$ cat src/rtl/img_sram_pkg.sv
// Shared types for the image stream I/O block: controller states and the
// image SRAM control bundle.
package img_sram_pkg;

  localparam int PIX_W = 8;
  localparam int IDX_W = 8;
  // Wide enough for a skid FIFO occupancy of up to 4 entries.
  localparam int CNT_W = 3;

  typedef enum logic [2:0] {
    IDLE,
    LOAD,
    UNLOAD,
    DRAIN,
    FIN
  } img_state_e;

  typedef struct packed {
    logic             write_en;
    logic             sense_en;
    logic [IDX_W-1:0] row;
    logic [IDX_W-1:0] col;
    logic [PIX_W-1:0] din;
  } img_sram_ctrl_t;

endpackage

$ cat src/rtl/img_skid_fifo.sv
// Small circular FIFO that buffers SRAM read data toward the pixel output
// stream. Push and pop in one cycle both take effect, including when full.
module img_skid_fifo
  import img_sram_pkg::*;
#(
  parameter int DEPTH = 2,
  parameter int B     = 8
) (
  input  logic             clk,
  input  logic             rst,
  input  logic             push_i,
  input  logic [B-1:0]     din_i,
  input  logic             pop_i,
  output logic [B-1:0]     dout_o,
  output logic [CNT_W-1:0] count_o,
  output logic             empty_o,
  output logic             full_o
);

  logic [B-1:0]     mem_q [DEPTH];
  logic [1:0]       wr_ptr_q, wr_ptr_d;
  logic [1:0]       rd_ptr_q, rd_ptr_d;
  logic [CNT_W-1:0] count_q, count_d;
  logic             do_push, do_pop;

  function automatic logic [1:0] ptr_inc(input logic [1:0] p);
    return (p == 2'(DEPTH - 1)) ? 2'd0 : p + 2'd1;
  endfunction

  assign empty_o = (count_q == '0);
  assign full_o  = (count_q == CNT_W'(DEPTH));
  assign do_pop  = pop_i && !empty_o;
  assign do_push = push_i && (!full_o || do_pop);

  always_comb begin
    wr_ptr_d = do_push ? ptr_inc(wr_ptr_q) : wr_ptr_q;
    rd_ptr_d = do_pop ? ptr_inc(rd_ptr_q) : rd_ptr_q;
    count_d  = count_q;
    case ({do_push, do_pop})
      2'b10:   count_d = count_q + CNT_W'(1);
      2'b01:   count_d = count_q - CNT_W'(1);
      default: count_d = count_q;
    endcase
  end

  always_ff @(posedge clk) begin
    if (rst) begin
      wr_ptr_q <= '0;
      rd_ptr_q <= '0;
      count_q  <= '0;
      for (int i = 0; i < DEPTH; i++) mem_q[i] <= '0;
    end else begin
      wr_ptr_q <= wr_ptr_d;
      rd_ptr_q <= rd_ptr_d;
      count_q  <= count_d;
      if (do_push) mem_q[wr_ptr_q] <= din_i;
    end
  end

  assign dout_o  = mem_q[rd_ptr_q];
  assign count_o = count_q;

endmodule

$ cat src/rtl/img_stream_io.sv
// Streams a row-major image into the image SRAM (LOAD) or out of it (UNLOAD)
// through a skid FIFO that absorbs the one-cycle SRAM read latency.
module img_stream_io
  import img_sram_pkg::*;
#(
  parameter int SKID_DEPTH = 2
) (
  input  logic             clk,
  input  logic             rst,
  input  logic [IDX_W-1:0] nrows,
  input  logic [IDX_W-1:0] ncols,
  input  logic             load_start,
  input  logic             unload_start,
  output logic             busy,
  output logic             done,
  input  logic             s_valid,
  input  logic [PIX_W-1:0] s_data,
  output logic             s_ready,
  output logic             m_valid,
  output logic [PIX_W-1:0] m_data,
  input  logic             m_ready,
  input  logic [PIX_W-1:0] sram_dout_in,
  output img_sram_ctrl_t   sram_ctrl,
  output img_state_e       dbg_state
);

  // Both streams use valid/ready: a beat transfers on the rising edge where
  // valid && ready; the sender holds data stable while valid && !ready.

  img_state_e       state_q, state_d;
  logic [IDX_W-1:0] row_q, row_d, col_q, col_d;
  logic [IDX_W-1:0] nrows_q, nrows_d, ncols_q, ncols_d;
  logic             inflight_q, inflight_d;
  logic             advance, last_pix, issue_ok, fifo_pop, fifo_empty, fifo_full;
  logic [CNT_W-1:0] fifo_count;
  logic [CNT_W:0]   occ, credit;

  assign last_pix = (row_q == nrows_q - 8'd1) && (col_q == ncols_q - 8'd1);
  assign fifo_pop = m_valid && m_ready;

  // A pop this cycle frees a slot before the next read lands, so it is
  // credited; without it m_ready=1 could not sustain one pixel per cycle.
  assign occ      = {1'b0, fifo_count} + {{CNT_W{1'b0}}, inflight_q};
  assign credit   = (CNT_W + 1)'(SKID_DEPTH) + {{CNT_W{1'b0}}, fifo_pop};
  assign issue_ok = (occ < credit);

  always_comb begin
    state_d    = state_q;
    row_d      = row_q;
    col_d      = col_q;
    nrows_d    = nrows_q;
    ncols_d    = ncols_q;
    inflight_d = 1'b0;
    advance    = 1'b0;
    s_ready    = 1'b0;
    sram_ctrl  = '{write_en: 1'b0, sense_en: 1'b0, row: row_q, col: col_q, din: s_data};
    case (state_q)
      IDLE: begin
        if (load_start || unload_start) begin
          nrows_d = nrows;
          ncols_d = ncols;
          row_d   = '0;
          col_d   = '0;
          if (nrows == '0 || ncols == '0) state_d = FIN;
          else if (load_start)            state_d = LOAD;
          else                            state_d = UNLOAD;
        end
      end
      LOAD: begin
        s_ready = 1'b1;
        if (s_valid) begin
          sram_ctrl.write_en = 1'b1;
          advance            = 1'b1;
          if (last_pix) state_d = FIN;
        end
      end
      UNLOAD: begin
        if (issue_ok) begin
          sram_ctrl.sense_en = 1'b1;
          inflight_d         = 1'b1;
          advance            = 1'b1;
          if (last_pix) state_d = DRAIN;
        end
      end
      DRAIN: begin
        if (fifo_empty && !inflight_q) state_d = FIN;
      end
      FIN:     state_d = IDLE;
      default: state_d = IDLE;
    endcase
    if (advance) begin
      if (col_q == ncols_q - 8'd1) begin
        col_d = '0;
        row_d = row_q + 8'd1;
      end else begin
        col_d = col_q + 8'd1;
      end
    end
  end

  always_ff @(posedge clk) begin
    if (rst) begin
      state_q    <= IDLE;
      row_q      <= '0;
      col_q      <= '0;
      nrows_q    <= '0;
      ncols_q    <= '0;
      inflight_q <= 1'b0;
    end else begin
      state_q    <= state_d;
      row_q      <= row_d;
      col_q      <= col_d;
      nrows_q    <= nrows_d;
      ncols_q    <= ncols_d;
      inflight_q <= inflight_d;
    end
  end

  img_skid_fifo #(
    .DEPTH(SKID_DEPTH),
    .B    (PIX_W)
  ) u_fifo (
    .clk    (clk),
    .rst    (rst),
    .push_i (inflight_q),
    .din_i  (sram_dout_in),
    .pop_i  (fifo_pop),
    .dout_o (m_data),
    .count_o(fifo_count),
    .empty_o(fifo_empty),
    .full_o (fifo_full)
  );

  assign m_valid   = !fifo_empty;
  assign busy      = (state_q == LOAD) || (state_q == UNLOAD) || (state_q == DRAIN);
  assign done      = (state_q == FIN);
  assign dbg_state = state_q;

endmodule

$ cat config.mk
export PLATFORM = sky130hd
export DESIGN_NAME = img_stream_io
export DESIGN_NICKNAME = d
export VERILOG_FILES = /design/src/rtl/img_sram_pkg.sv /design/src/rtl/img_skid_fifo.sv /design/src/rtl/img_stream_io.sv
export SDC_FILE = /design/constraint.sdc
export NUM_CORES = 1
export LEC_CHECK = 0
export BUFFER_PORTS_ARGS = -buffer_cell sky130_fd_sc_hd__buf_2
export CAP_MARGIN = 20
export CORE_MARGIN = 10
export CORE_UTILIZATION = 45
export CTS_BUF_LIST = sky130_fd_sc_hd__clkbuf_4
export CTS_CLUSTER_SIZE = 25
export DETAILED_ROUTE_END_ITERATION = 6
export GPL_ROUTABILITY_DRIVEN = 0
export PLACE_DENSITY = 0.76
export SLEW_MARGIN = 20
export SYNTH_ARGS = -nofsm -noshare
export SYNTH_HDL_FRONTEND = slang
export SYNTH_SLANG_ARGS = --single-unit
$ cat constraint.sdc
create_clock -name clk -period 7.95 [get_ports clk]
set_input_delay 0.795 -clock clk [delete_from_list [all_inputs] [get_ports clk]]
set_output_delay 0.795 -clock clk [all_outputs]
set_load 0.02 [all_outputs]
==> results.py, run 1 <==
metrics = {
    "status": {
        "outcome": "completed",
    },
    "global_route": {
        "grt_use_total_pct": 14.8,
        "grt_pass1_vias": 2952,
        "global_route.overflow_total": 0,
        "number_of_antenna_violations_at_the_first_check_in_global_routing": 0,
        "grt_first_pass_wirelength_um": 13900,
        "maximum_number_of_pins_on_one_net_before_global_route_repair": 52,
    },
    "critical_path": {
        "worstSetupStartpointType": "flop",
        "worstPathCellList": "ha_1 -> ha_1 -> a21boi_0 -> a21o_1 -> nand2_1 -> nor2_1 -> buf_2",
        "path_max_fanout": 8,
        "arrival_ns": 2.11,
        "critical_path_buf_inv_count": 1,
        "critical-path-slowest-cell": "sky130_fd_sc_hd__dfxtp_1",
        "criticalPathCategory": "reg2out",
        "timing.reg2reg.worst_path_depth": 6,
        "launching_point_of_the_worst_reg2reg_path": "ncols_q[0]",
        "r2r_slack_ns": 5.11,
        "worst_path_dominant_cell_family": "flip-flops",
        "regToRegEndpoint": "row_q[7]",
        "required_ns": 7.15,
        "max_stage_delay_ns": 0.52,
        "cp_common_cell": "sky130_fd_sc_hd__ha_1",
        "type_of_destination_of_the_critical_path": "primary output",
    },
    "timing": {
        "timing.final.crit_share_pct": 36.5,
        "tns_ns": 0,
        "slew_at_the_pin_with_the_worst_max_slew_slack_ns": 0.879,
        "max_slew_margin_pct": 41.4,
        "period_needed_ns": 2.90,
        "grt_setup_unrepaired": "no",
        "fin_worst_hold_slack_ns": 0.484,
        "timing.final.max_slew_violations": 0,
        "report.final.hold_viol_count": 0,
        "maximum_clock_frequency_mhz": 344,
        "finalSetupViolations": 0,
        "final.setup_skew_ns": 0.0219,
    },
    "final_layout": {
        "multi_input_area_um2": 1890,
        "n_fill_cell": 687,
        "layout.area.seq_um2": 1320,
        "nets": 483,
        "fraction_of_final_layout_cells_sized_beyond_drive_strength_1_pct": 22.1,
        "n_antenna_cell": 0,
        "area_growth_pct": 14.0,
    },
    "detailed_routing": {
        "drt_drc_violations_left": 0,
        "postRouteAntennaNets": 0,
        "post_drt_via_cell_ratio": 5.58,
        "detail_route.wl_per_cell_um": 15.3,
        "drt_iter0_markers": 177,
        "drt-pass1-iter-count": 4,
        "drt-total-wl_um": 8290,
        "detailroute.via_count": 3025,
    },
    "synth": {
        "yosys.area.top_type": "sky130_fd_sc_hd__dfxtp_1",
        "area_fraction_of_the_dominant_cell_type_after_synthesis_pct": 24.6,
        "synth_top_cells_by_area": "sky130_fd_sc_hd__dfxtp_1 25%, sky130_fd_sc_hd__edfxtp_1 14%, sky130_fd_sc_hd__nand2_1 5.7%, sky130_fd_sc_hd__xnor2_1 3.8%, sky130_fd_sc_hd__a21oi_1 3.5%",
        "yosys_warnings": 0,
        "cell_count_after_synthesis": 396,
        "synth-main-ff-cell": "sky130_fd_sc_hd__dfxtp_1",
        "synth.avg_cell_area_um2": 8.62,
        "synth-edff-count": 16,
        "postSynthRegisterBits": 58,
        "synth.yosys.seq_area_share_pct": 38.7,
        "synthesis.area_um2": 3410,
        "postSynth.asyncResetShare_pct": 0,
        "total_nets_after_synthesis": 441,
        "synth_cell_type_count": 58,
    },
    "hold_path": {
        "min_delay_path_depth": 2,
        "hold_path_class": "reg2reg",
        "worst_hold_startpoint": "ncols_q[7]",
        "hold_end": "ncols_q[7]",
    },
    "die": {
        "boundaryPins": 79,
        "fp.dieH_um": 107,
        "die_w_um": 107,
        "row_count": 31,
        "coreArea_um2": 7330,
        "design.die.area_um2": 11500,
        "initial_core_util_pct": 46.6,
    },
    "clock_tree": {
        "cts_max_path_buffers": 2,
        "cts.clk_slew.worst_paths_ns": 0.12,
        "root_buffer": "sky130_fd_sc_hd__clkbuf_4",
        "worstSkewPairLatency_ns": 0.41,
        "holdBufCountCts": 0,
        "clock_buffers_created_by_tritoncts": 9,
        "tritoncts": "yes",
        "count_of_h_tree_levels_built_during_cts": 3,
        "postCtsSetupRepairBufs": 0,
        "tritoncts_num_sinks": 58,
        "cts_resized": 0,
    },
    "pwr": {
        "worst_ir_drop_vdd_mv": 0.124,
        "p_per_area_nw_per_um2": 250,
        "leakage_nw": 1.59,
    },
    "flow_run": {
        "drv.max_cap_violation_count": 0,
    },
    "placed_design": {
        "hpwlAfterDp_um": 6090,
        "numPortBuffers": 62,
    },
}
==> report_power, final <==
group | internal [mW] | total (mW) | switching [mW]
logic | 0.123 | 0.303 | 0.180
clock network | 0.162 | 0.285 | 0.123
registers | 0.335 | 0.385 | 0.0502
==> final cells by class <==
type / instances / area share (%)
clock buffers: 9 / 1.74
repair buffers: 63 / 8.16
multi-input cells: 294 / 48.6
inverters: 12 / 1.16
flip-flops and latches: 58 / 33.9
clock inverters: 7 / 3.21
well taps: 99 / 3.18
==> placed cells by master (no fill, tap or decap), drive strengths merged, types with 6 or more instances in the layout <==
master and n:
buf 63, nand2 52, dfxtp 42, nor2 28, a21oi 24, and2 17
nand3 16, edfxtp 16, xnor2 15, nor4 14, inv 13, mux2 12
xor2 10, clkbuf 9, nor3 8, nor3b 8, or4 6, a211oi 6
ha 6, or3 6, o21ai 6
==> cells by family (layout without fill, tap and decap cells) <==
group / after synthesis / in the layout / share of synthesized area [%]
and+or+nand+nor: 175 / 175 / 26.3
adders and majority gates: 7 / 7 / 2.78
xor gates and xnor gates: 25 / 25 / 6.41
DFF: 58 / 58 / 38.7
buffers and inverters: 44 / 91 / 6.08
muxes: 12 / 12 / 4.29
AOI/OAI and AO/OA: 75 / 75 / 15.5
==> tightest hold or removal path: stages (launching register included) <==
cell and delay, ns:
sky130_fd_sc_hd__dfxtp_1 0.33, sky130_fd_sc_hd__nand2_1 0.06, sky130_fd_sc_hd__a21oi_1 0.06
==> synth_stat cells (all sizes together), types with 2 or more instances <==
master / count
a2111oi: 3
a211oi: 6
a21boi: 2
a21o: 4
a21oi: 24
a22oi: 3
a311oi: 2
a31oi: 4
and2: 17
and3: 5
and4: 2
buf: 11
clkbuf: 21
dfxtp: 42
edfxtp: 16
ha: 6
inv: 12
mux2: 12
nand2: 52
nand2b: 5
nand3: 16
nand4: 4
nor2: 28
nor3: 8
nor3b: 8
nor4: 14
o211ai: 5
o21ai: 6
o311ai: 2
o31ai: 2
or2: 2
or3: 6
or4: 6
xnor2: 15
xor2: 10
==> worst max-delay path by stage <==
stage | from | to | depth (start not counted)
floorplan | ncols_q[0] | row_q[4] | 7
global placement | ncols_q[0] | row_q[7] | 6
detailed placement | ncols_q[0] | row_q[7] | 6
CTS | u_fifo.count_o[0] | sram_ctrl[24] | 7
global route | u_fifo.count_o[0] | sram_ctrl[24] | 7
finish | u_fifo.count_o[0] | sram_ctrl[24] | 7
==> stage by stage <==
step	power [mW]	area, µm²	setup WS [ns]	utilization (%)	std cells
5_1_grt	1.03	3890	4.82	53.1	542
3_3_place_gp	0.686	3700	5.18	50.5	526
2_1_floorplan	0.624	3410	5.44	-	396
4_1_cts	0.980	3890	5.04	53.1	542
6_report	0.974	3890	5.05	53.1	542
3_5_place_dp	0.696	3700	5.12	50.5	526
==> sequential cells by signal, indices dropped and copies added (netlist names), named ones only <==
register         count
u_fifo.wr_ptr_q      1
inflight_q           1
u_fifo.mem_q        16
nrows_q              8
row_q                8
col_q                8
u_fifo.rd_ptr_q      1
ncols_q              8
u_fifo.count_o       3
dbg_state            3
==> per-layer routing <==
metal / wire, µm / GRT usage, % / up-vias
met4: 62 / 3.87 / 0
li1: - / - / 1507
met1: 3630 / 17.7 / 1422
met2: 3900 / 24.3 / 88
met5: 0 / 0 / -
met3: 691 / 5.45 / 8
Power figures use the tool's default switching activity.
==> run 2: changes to the inputs <==
- clock period: 7.95 -> 2.7 ns (I/O delays scaled with it)
==> run 2 against run 1 <==
Clock-buffer cell count did not move. Hold slack got worse by 0.37 ns. Cell count rose by 2.2%. Clock power grew to 2.9 times the previous value. Core utilization up 1.2 points. Flip-flop and latch count stayed put. Global-route usage grew 0.31 points. Combinational power grew to 3.1 times the previous value. Non-clock buffer count up 12. Critical path type is now reg2reg. Largest cell class unchanged.
==> results.py, run 2 (synthesized netlist as in run 1, its figures left out) <==
metrics = {
    "status": {
        "outcome": "completed",
    },
    "timing": {
        "timing.final.max_slew_violations": 0,
        "grt_setup_unrepaired": "no",
        "report.final.hold_viol_count": 0,
        "slew_at_the_pin_with_the_worst_max_slew_slack_ns": 0.785,
        "tns_ns": 0,
        "final.setup_skew_ns": 0.0173,
        "period_needed_ns": 2.58,
        "timing.final.crit_share_pct": 95.6,
        "max_slew_margin_pct": 47.5,
        "maximum_clock_frequency_mhz": 387,
        "finalSetupViolations": 0,
        "fin_worst_hold_slack_ns": 0.111,
    },
    "detailed_routing": {
        "postRouteAntennaNets": 0,
        "drt_drc_violations_left": 0,
        "post_drt_via_cell_ratio": 5.65,
        "drt-total-wl_um": 8520,
        "drt_iter0_markers": 246,
        "drt-pass1-iter-count": 5,
        "detailroute.via_count": 3130,
        "detail_route.wl_per_cell_um": 15.4,
    },
    "final_layout": {
        "largest_reg_flops": 16,
        "most_used_cells_in_the_layout_excluding_fill_and_tap_cells": "62 x sky130_fd_sc_hd__buf_2, 52 x sky130_fd_sc_hd__nand2_1, 42 x sky130_fd_sc_hd__dfxtp_1",
        "nets": 495,
        "n_fill_cell": 672,
        "n_antenna_cell": 0,
        "mostFrequentLayoutCell": "sky130_fd_sc_hd__buf_2",
        "fraction_of_final_layout_cells_sized_beyond_drive_strength_1_pct": 24.2,
        "finish.instance_area_um2": 3980,
        "regMostFlops": "u_fifo.mem_q",
        "area_growth_pct": 16.6,
    },
    "global_route": {
        "grt_pass1_vias": 3058,
        "grt_first_pass_wirelength_um": 14300,
        "maximum_number_of_pins_on_one_net_before_global_route_repair": 49,
        "global_route.overflow_total": 0,
        "number_of_antenna_violations_at_the_first_check_in_global_routing": 0,
        "grt_use_total_pct": 15.1,
    },
    "critical_path": {
        "timing.reg2reg.worst_path_depth": 6,
        "max_stage_delay_ns": 0.55,
        "criticalPathCategory": "reg2reg",
        "r2r_slack_ns": 0.12,
        "worstSetupStartpointType": "flop",
        "type_of_destination_of_the_critical_path": "flop",
        "endpoint_of_the_most_critical_setup_path": "row_q[7]",
        "arrival_ns": 2.90,
        "path_max_fanout": 4,
        "launching_point_of_the_worst_reg2reg_path": "ncols_q[0]",
        "required_ns": 3.02,
        "cp_common_cell": "sky130_fd_sc_hd__or4_1",
        "regToRegEndpoint": "row_q[7]",
        "worstPathCellList": "or4_1 -> or3_4 -> a2111oi_4 -> nand4_1 -> or4_1 -> a31oi_1",
        "worst_setup_path_startpoint": "ncols_q[0]",
        "critical-path-slowest-cell": "sky130_fd_sc_hd__or4_1",
    },
    "pwr": {
        "post_layout_power_mw": 2.90,
        "p_int_mw": 1.86,
        "leakage_nw": 1.65,
        "p_per_area_nw_per_um2": 729,
        "power.switching_mw": 1.05,
        "power.share.clock_pct": 28.8,
        "fraction_of_power_consumed_by_sequential_logic_pct": 38.4,
        "worst_ir_drop_vdd_mv": 0.432,
        "switching_share_pct": 36.0,
        "comb_power_share_pct": 32.8,
    },
    "clock_tree": {
        "postCtsSetupRepairBufs": 0,
        "tritoncts": "yes",
        "tritoncts_num_sinks": 58,
        "worstSkewPairLatency_ns": 0.40,
        "holdBufCountCts": 0,
        "cts_resized": 0,
        "count_of_h_tree_levels_built_during_cts": 3,
        "root_buffer": "sky130_fd_sc_hd__clkbuf_4",
        "cts_max_path_buffers": 2,
        "clock_buffers_created_by_tritoncts": 9,
        "cts.clk_slew.worst_paths_ns": 0.11,
    },
    "placed_design": {
        "hpwlAfterDp_um": 6440,
        "numPortBuffers": 62,
        "placed_area_um2": 3790,
    },
    "die": {
        "row_count": 31,
        "fp.dieH_um": 107,
        "boundaryPins": 79,
        "initial_core_util_pct": 46.6,
        "coreArea_um2": 7330,
        "die_w_um": 107,
        "design.die.area_um2": 11500,
    },
    "flow_run": {
        "drv.max_cap_violation_count": 0,
    },
    "hold_path": {
        "hold_path_class": "in2reg",
    },
}
[run 2: how the worst min path moves through the flow]
stage                     from         end  slack [ns]  depth (start not counted)
floorplan             ncols[7]  ncols_q[7]        0.41                          2
global route          nrows[7]  nrows_q[7]        0.08                          3
global placement    ncols_q[7]  ncols_q[7]        0.46                          2
finish                nrows[0]  nrows_q[0]        0.11                          3
CTS                   nrows[0]  nrows_q[0]        0.09                          3
detailed placement  nrows_q[7]  nrows_q[7]        0.47                          2
[run 2: worst max-delay path: cells and delay by family, from the launching register on]
family / cells / cell delay [ns]
AOI/OAI and AO/OA: 2 / 0.52
DFF: 1 / 0.32
and+or+nand+nor: 4 / 1.67
[run 2: per-layer routing]
layer	GRT usage (%)	up-vias	part of all wire, %
met5	0	-	0
met4	5.51	0	0.88
met3	4.37	7	7.1
met2	24.8	116	49
met1	18.2	1476	43
li1	-	1531	-
[run 2: layout make-up]
cell class,count,area [µm²],area share [%]
inverter,12,45.0,1.13
timing repair buffer,75,408,10.2
sequential,58,1320,33.2
clock buffer,9,67.6,1.70
tap,99,124,3.11
clock inverter,7,125,3.14
multi-input combinational,294,1890,47.5
[run 2: through the flow]
step                      utilization [%]  setup slack [ns]  cells
after floorplan                         -             0.193    396
after global placement               51.7             0.209    538
after detailed placement             51.7             0.142    538
after CTS                            54.3             0.126    554
after global routing                 54.3           0.00594    554
final                                54.3             0.119    554
[run 2: power by group through the flow]
stage	sequential [mW]	combinational (mW)	clock (mW)
after floorplan	1.08	0.758	0
final	1.12	0.951	0.835
after global placement	1.13	0.922	0
after CTS	1.12	0.956	0.845
after global routing	1.13	1.06	0.892
after detailed placement	1.14	0.949	0
